File: src/rtl/sync_fifo.sv
`default_nettype none
// ============================================================================
// Module   : sync_fifo
// Brief    : Single-clock FIFO with registered (non-FWFT) read data,
//            full/empty/almost-full flags, occupancy count and one-cycle
//            overflow/underflow pulses.
// Revision : 1.0 - initial release
// ============================================================================
module sync_fifo #(
    parameter int DATA_WIDTH      = 8,
    parameter int ADDR_WIDTH      = 4,
    parameter int ALMOST_FULL_LVL = 12
) (
    input  logic                  clk,
    input  logic                  rst_n,
    input  logic                  wr_en,
    input  logic [DATA_WIDTH-1:0] wr_data,
    output logic                  full,
    output logic                  almost_full,
    input  logic                  rd_en,
    output logic [DATA_WIDTH-1:0] rd_data,
    output logic                  rd_valid,
    output logic                  empty,
    output logic [ADDR_WIDTH:0]   count,
    output logic                  overflow,
    output logic                  underflow
);

    localparam int                c_depth  = 1 << ADDR_WIDTH;
    localparam logic [ADDR_WIDTH:0] c_af_lvl = (ADDR_WIDTH + 1)'(ALMOST_FULL_LVL);
    localparam logic [ADDR_WIDTH:0] c_ptr_one = (ADDR_WIDTH + 1)'(1);

    // Storage is intentionally not reset; the pointers alone define validity.
    logic [DATA_WIDTH-1:0] r_mem [0:c_depth-1];

    // Pointers carry one extra wrap bit so full and empty are distinguishable.
    logic [ADDR_WIDTH:0]   r_wr_ptr;
    logic [ADDR_WIDTH:0]   r_rd_ptr;
    logic [DATA_WIDTH-1:0] r_rd_data;
    logic                  r_rd_valid;
    logic                  r_overflow;
    logic                  r_underflow;

    logic                  w_empty;
    logic                  w_full;
    logic [ADDR_WIDTH:0]   w_count;
    logic                  w_rd_acc;
    logic                  w_wr_acc;

    // Flags and count derive only from the registered pointers.
    assign w_empty  = (r_wr_ptr == r_rd_ptr);
    assign w_full   = (r_wr_ptr[ADDR_WIDTH-1:0] == r_rd_ptr[ADDR_WIDTH-1:0]) &&
                      (r_wr_ptr[ADDR_WIDTH]     != r_rd_ptr[ADDR_WIDTH]);
    assign w_count  = r_wr_ptr - r_rd_ptr;

    // A write into a full FIFO is still taken when a read frees a slot
    // in the same cycle.
    assign w_rd_acc = rd_en & ~w_empty;
    assign w_wr_acc = wr_en & (~w_full | w_rd_acc);

    assign empty       = w_empty;
    assign full        = w_full;
    assign count       = w_count;
    assign almost_full = (w_count >= c_af_lvl);
    assign rd_data     = r_rd_data;
    assign rd_valid    = r_rd_valid;
    assign overflow    = r_overflow;
    assign underflow   = r_underflow;

    // Storage write; requests are ignored while reset is asserted.
    always_ff @(posedge clk) begin
        if (rst_n && w_wr_acc) begin
            r_mem[r_wr_ptr[ADDR_WIDTH-1:0]] <= wr_data;
        end
    end

    // Write pointer advances on every accepted write.
    always_ff @(posedge clk) begin
        if (!rst_n) begin
            r_wr_ptr <= '0;
        end else if (w_wr_acc) begin
            r_wr_ptr <= r_wr_ptr + c_ptr_one;
        end
    end

    // Read pointer, registered read word and its valid strobe. A read of
    // the slot being rewritten in the same cycle returns the old word.
    always_ff @(posedge clk) begin
        if (!rst_n) begin
            r_rd_ptr   <= '0;
            r_rd_data  <= '0;
            r_rd_valid <= 1'b0;
        end else begin
            r_rd_valid <= w_rd_acc;
            if (w_rd_acc) begin
                r_rd_ptr  <= r_rd_ptr + c_ptr_one;
                r_rd_data <= r_mem[r_rd_ptr[ADDR_WIDTH-1:0]];
            end
        end
    end

    // Single-cycle error pulses for rejected requests.
    always_ff @(posedge clk) begin
        if (!rst_n) begin
            r_overflow  <= 1'b0;
            r_underflow <= 1'b0;
        end else begin
            r_overflow  <= wr_en & ~w_wr_acc;
            r_underflow <= rd_en & w_empty;
        end
    end

endmodule
`default_nettype wire

File: config.mk
export PLATFORM = sky130hd
export DESIGN_NAME = sync_fifo
export DESIGN_NICKNAME = d
export VERILOG_FILES = /design/src/rtl/sync_fifo.sv
export SDC_FILE = /design/constraint.sdc
export NUM_CORES = 1
export LEC_CHECK = 0
export BUFFER_PORTS_ARGS = -buffer_cell sky130_fd_sc_hd__buf_2
export CORE_MARGIN = 5
export CORE_UTILIZATION = 25
export CTS_CLUSTER_SIZE = 20
export DETAILED_ROUTE_END_ITERATION = 7
export PLACE_DENSITY = 0.38
export SYNTH_ARGS = -nofsm -noshare
export SYNTH_HDL_FRONTEND = slang
export SYNTH_SLANG_ARGS = --single-unit
File: constraint.sdc
create_clock -name clk -period 5.1 [get_ports clk]
set_clock_uncertainty 0.2 [all_clocks]
set_input_delay 0.765 -clock clk [delete_from_list [all_inputs] [get_ports clk]]
set_output_delay 0.765 -clock clk [all_outputs]
set_load 0.005 [all_outputs]
==> results_dict.tcl, run 1 <==
set metrics [dict create \
    n_fill_cell 2355 \
    finalNonFillerCells 751 \
    ctsRootBufferMaster "clkbuf_16" \
    antenna_left 0 \
    place.gp.congestion 0.743 \
    status "completed" \
    powerDensity_nw_per_um2 422 \
    avgSynthCellArea_um2 15.8 \
    drt_iter0_markers 285 \
    drv_cap 0 \
    core_area_um2 23600 \
    antenna_found_initial 0 \
    period_share_pct 67.2 \
    pre_cts_slack_ns 1.64 \
    cts_sinks 149 \
    clk_path_buf_depth 2 \
    drtPass1Iterations 4 \
    cp-end-kind "output port" \
    gr-total-overflow 0 \
    synth_cell_type_count 43 \
    num_rows 56 \
    worstPathArrival_ns 2.46 \
    layout.cell_area.non_filler_um2 7150 \
    io_buffers 30 \
    ctsResizeCount 0 \
    hold_buffers 0 \
    critical_path.endpoint "almost_full" \
    yosys_warnings 0 \
    r2r_end "r_mem[0][7]" \
    grt_pass1_wl_um 22700 \
    worst_pin_slew_ns 1.22 \
    grt_max_degree 46 \
    cts_made_buffers 17 \
    die_y_um 165 \
    regArea_um2 4270 \
    multiInputGateArea_um2 1620 \
    clk_pin_slew_worst_paths_ns 0.06 \
    ys.flop_type "edfxtp_1" \
    netlist_instances 383 \
    worst_ep_required_time_ns 4.14 \
    worstReg2RegStart "r_rd_ptr[2]" \
    place_area_um2 6520 \
    worst_hold_slack_ns 0.340 \
    final_common_cell "edfxtp_1" \
    initial_core_util_pct 25.6 \
    r2r_setup_slack_ns 1.71 \
    tns_ns 0 \
    dr_total_vias 3352 \
    cts_max_level 4 \
    synth_async_sr_flop_share_pct 0 \
    hpwl_um 10200 \
    viasPerCell 4.46 \
    rsz0062_at_grt "false" \
    min-delay-start "rd_data[5]" \
    synth_nets 405 \
    fin_total_pwr_mw 3.02 \
    drive_gt1_share_pct 18.8 \
    critPathMaxFanout 11 \
    n_antenna_cell 0 \
    finish.utilization_pct 30.3 \
    syn_area_um2 6030 \
    max_freq_mhz 292 \
    min_period_ns 3.43 \
    post_cts_buffers 0 \
    area_delta_synth_final_pct 18.5 \
    final_cell_mix "128 x edfxtp_1, 50 x mux2i_1, 30 x buf_2" \
    yosysSeqAreaShare_pct 70.7 \
    drcViolationCount 0 \
    fin_nets 441 \
    wire_per_inst_um 20.3 \
    dieArea_um2 27300 \
    max_slew_margin_pct 18.2 \
    leakagePower_nw 2.24 \
    synth.ff_latch_count 149 \
    totalWireLength_um 15300 \
    ios 31 \
    critPathKind "reg -> out" \
    first_global_vias 3496 \
    synth_edf_count 128 \
    start_kind "flip-flop" \
    final-setup-viol-count 0 \
    grt.total_usage_pct 11.7 \
    ff2ff_path_depth 7 \
    startpoint "r_rd_ptr[0]" \
    insertion_delay_ns 0.42 \
    tritoncts "done" \
    timing.final.max_slew_violations 0 \
    finalWorstSetupSlack_ns 1.67 \
    dp_cells 719 \
    die_x_um 165 \
    peakVddDrop_mv 0.212 \
    hold_viol 0 \
    hold_path_class "reg -> reg" \
]
kinds of logic (layout without fill, tap and decap cells):
family,count (synthesis),in the layout,synth area share (%)
AO/OA/AOI/OAI,66,66,6.97
XOR/XNOR,8,8,1.41
adder cells (fa/ha/maj),10,10,2.20
buffers and inverters,30,79,2.45
flip-flops,149,149,70.7
multiplexers,58,58,11.3
AND/OR/NAND/NOR,62,62,5.02
final cells by class:
class / count / area share, %
Clock buffer: 18 / 6.00
Clock inverter: 14 / 2.80
Inverter: 12 / 0.630
Multi-Input combinational cell: 204 / 22.7
Sequential cell: 149 / 59.7
Tap cell: 319 / 5.58
Timing Repair Buffer: 35 / 2.63
cells in the mapped netlist, types with 2 or more instances:
master	instances	area share [%]
buf_4	6	0.75
nor2_1	22	1.4
a21oi_1	13	1.1
or3_1	3	0.31
ha_1	9	1.9
nand2b_1	3	0.31
nand2_1	9	0.56
o22ai_1	16	1.7
inv_1	11	0.68
o21ai_1	9	0.75
mux2i_1	50	8.3
dfxtp_1	21	7.0
nor2b_1	2	0.21
mux4_2	8	3.0
xnor2_1	5	0.73
nand3_1	3	0.25
nor3_1	13	1.1
o21ai_0	11	0.91
nand3b_1	2	0.25
clkbuf_1	7	0.44
buf_2	4	0.33
edfxtp_1	128	64
a221oi_1	8	1.2
routing by layer:
| layer | up-vias | share of wire, % | global-route usage (%) |
|---|---|---|---|
| met1 | 1704 | 47 | 15.6 |
| li1 | 1557 | - | - |
| met5 | - | 0 | 0 |
| met4 | 0 | 2.1 | 4.46 |
| met2 | 70 | 47 | 18.5 |
| met3 | 21 | 3.8 | 2.73 |
state kept, by name, summed over array words and instances, names as in the netlist:
name and flops:
rd_data 8, rd_valid 1, overflow 1, underflow 1, r_wr_ptr 5, r_mem 128, r_rd_ptr 5
worst max-delay path, cell delays in order (launching register included):
cell	delay, ns
dfxtp_1	0.57
ha_1	0.26
inv_1	0.06
fa_1	0.39
a21o_1	0.17
a21oi_1	0.18
xnor2_1	0.17
o31ai_1	0.10
buf_2	0.14
power by group:
group	switching, mW	leakage (nW)	internal, mW	total [mW]
Sequential	0.0295	1.33	1.35	1.38
Combinational	0.189	0.619	0.117	0.306
Clock	0.507	0.297	0.823	1.33
Total	0.726	2.24	2.29	3.02
how the worst min path moves through the flow:
stage            endpoint  slack [ns]  cells past startpoint
2_1_floorplan  rd_data[0]        0.31                      2
3_3_place_gp   rd_data[4]        0.34                      2
3_5_place_dp   rd_data[5]        0.34                      2
4_1_cts        rd_data[5]        0.35                      2
5_1_grt        rd_data[5]        0.37                      2
6_report       rd_data[5]        0.34                      2
(Power assumes the default switching activity.)
==> run 2: changes to the inputs <==
--- a/config.mk
+++ b/config.mk
@@ -10,7 +10,7 @@
 export CORE_UTILIZATION = 25
 export CTS_CLUSTER_SIZE = 20
 export DETAILED_ROUTE_END_ITERATION = 7
-export PLACE_DENSITY = 0.38
+export PLACE_DENSITY = 0.4
 export SYNTH_ARGS = -nofsm -noshare
 export SYNTH_HDL_FRONTEND = slang
 export SYNTH_SLANG_ARGS = --single-unit
==> constraint.sdc (replaced) <==
create_clock -name clk -period 3 [get_ports clk]
set_clock_uncertainty 0.2 [all_clocks]
set_input_delay 0.45 -clock clk [delete_from_list [all_inputs] [get_ports clk]]
set_output_delay 0.45 -clock clk [all_outputs]
set_load 0.005 [all_outputs]
==> run 2 against run 1 <==
Worst hold slack worse by 0.22 ns. Critical path depth up 1. Cell count rose by 2.7%. Global-route usage is 0.37 points lower. Via count up 2.1%. Utilization up 0.45 points. Largest cell class unchanged. Highest routed layer unchanged.
==> results_dict.tcl, run 2 (same netlist as run 1, synthesis figures left out) <==
set metrics [dict create \
    fin_total_pwr_mw 4.93 \
    worst_ep_required_time_ns 2.35 \
    sw_frac_of_total_pct 25.3 \
    min_period_ns 2.83 \
    max_freq_mhz 354 \
    critPathMaxFanout 4 \
    gr-total-overflow 0 \
    antenna_left 0 \
    cts_sinks 149 \
    grt_max_degree 46 \
    pre_cts_slack_ns 0.490 \
    n_fill_cell 2346 \
    tritoncts "done" \
    place_area_um2 6670 \
    worstPathArrival_ns 2.18 \
    p_clk_share_pct 41.1 \
    critPathKind "reg -> out" \
    drt_iter0_markers 215 \
    power_frac_seq_pct 47.3 \
    ctsRootBufferMaster "clkbuf_16" \
    final_cell_mix "128 x edfxtp_1, 50 x mux2i_1, 30 x buf_2" \
    final_common_cell "edfxtp_1" \
    n_antenna_cell 0 \
    crit_buf_inv 3 \
    max_slew_margin_pct 53.4 \
    dieArea_um2 27300 \
    slowest_delay_ns 0.40 \
    finalWorstSetupSlack_ns 0.173 \
    start_kind "flip-flop" \
    grt.total_usage_pct 11.3 \
    worst_pin_slew_ns 0.697 \
    cp_cell_sequence "inv_2, ha_1, inv_1, fa_1, a21o_1, a21oi_2, xnor2_1, o31ai_1, buf_2" \
    core_area_um2 23600 \
    layout.cell_area.non_filler_um2 7250 \
    p_sw_mw 1.25 \
    num_rows 56 \
    period_share_pct 94.2 \
    insertion_delay_ns 0.42 \
    antenna_found_initial 0 \
    peakVddDrop_mv 0.283 \
    area_delta_synth_final_pct 20.2 \
    place.gp.congestion 0.713 \
    ios 31 \
    hold_viol 0 \
    die_x_um 165 \
    first_global_vias 3419 \
    clk_pin_slew_worst_paths_ns 0.06 \
    tns_ns 0 \
    crit_family "adder cells" \
    largest_register_ff_count 128 \
    status "completed" \
    totalWireLength_um 14600 \
    timing.final.max_slew_violations 0 \
    hpwl_um 9400 \
    io_buffers 30 \
    dr_total_vias 3421 \
    startpoint "r_wr_ptr[0]" \
    cts_made_buffers 17 \
    wire_per_inst_um 18.9 \
    hold_path_class "in -> reg" \
    drtPass1Iterations 4 \
    drv_cap 0 \
    powerDensity_nw_per_um2 680 \
    worstReg2RegStart "r_wr_ptr[2]" \
    cp-end-kind "output port" \
    drcViolationCount 0 \
    clk_path_buf_depth 2 \
    worst_hold_slack_ns 0.119 \
    cts_max_level 4 \
    rsz0062_at_grt "false" \
    viasPerCell 4.44 \
    drive_gt1_share_pct 22.8 \
    power_frac_comb_pct 11.6 \
    die_y_um 165 \
    intPower_mw 3.68 \
    grt_pass1_wl_um 22100 \
    cp_slowest_cell "fa_1" \
    final-setup-viol-count 0 \
    min-delay-start "wr_en" \
    fin_nets 461 \
    leakagePower_nw 2.32 \
    initial_core_util_pct 25.6 \
]
==> run 2: cell types whose count changed in the layout (fill, tap and decap cells not counted) <==
cell,change
bufinv_16,-3
a21oi_1,-1
inv_6,+4
clkbuf_1,-1
buf_4,+19
clkinv_4,-2
inv_1,-1
clkinv_1,+1
buf_12,+1
a21oi_2,+1
inv_2,+1
inv_8,+1
==> run 2: timing repair <==
action / CTS / global route
buffers inserted: 0 / 2
setup endpoints to repair: 0 / 2
resized for setup: 0 / 2
hold buffers: 0 / 0
==> run 2: final timing paths <==
kind,to,slack [ns],cells after the start
worst max-delay path,almost_full,0.17,9
worst min-delay path,overflow,0.12,3
worst max register to register,r_mem[3][4],0.59,6
worst min register to register,rd_data[5],0.35,2
==> run 2: worst register-to-register path, cell delays in order, from the launching register on <==
cell     delay (ns)
dfxtp_1        0.55
ha_1           0.36
nand4_2        0.10
o311a_1        0.22
nand2_1        0.15
nor3_1         0.28
buf_4          0.26
==> run 2: through the flow <==
| step | instances | util (%) |
|---|---|---|
| 2_1_floorplan | 383 | - |
| 3_3_place_gp | 737 | 28.2 |
| 3_5_place_dp | 737 | 28.2 |
| 4_1_cts | 769 | 30.6 |
| 5_1_grt | 771 | 30.7 |
| 6_report | 771 | 30.7 |
==> run 2: cell type report <==
type | instances | area [um^2] | area share (%)
Sequential cell | 149 | 4270 | 58.8
Tap cell | 319 | 399 | 5.50
Inverter | 12 | 45.0 | 0.621
Multi-Input combinational cell | 204 | 1630 | 22.4
Clock inverter | 15 | 143 | 1.97
Timing Repair Buffer | 55 | 350 | 4.83
Clock buffer | 17 | 425 | 5.87
==> run 2: power groups by stage <==
stage          Combinational [mW]  Clock, mW  Sequential (mW)
2_1_floorplan               0.331          0             2.37
4_1_cts                     0.585       2.09             2.33
3_5_place_dp                0.584          0             2.38
3_3_place_gp                0.577          0             2.38
5_1_grt                     0.638       2.19             2.34
6_report                    0.570       2.03             2.33
==> run 2: layer usage <==
layer	track usage, %	part of all wire [%]	vias to the layer above	routed length [um]
met3	2.68	5.9	15	866
met2	17.3	47	90	6850
met4	3.71	1.3	0	191
met1	15.9	46	1711	6700
li1	-	-	1605	-
met5	0	0	-	0
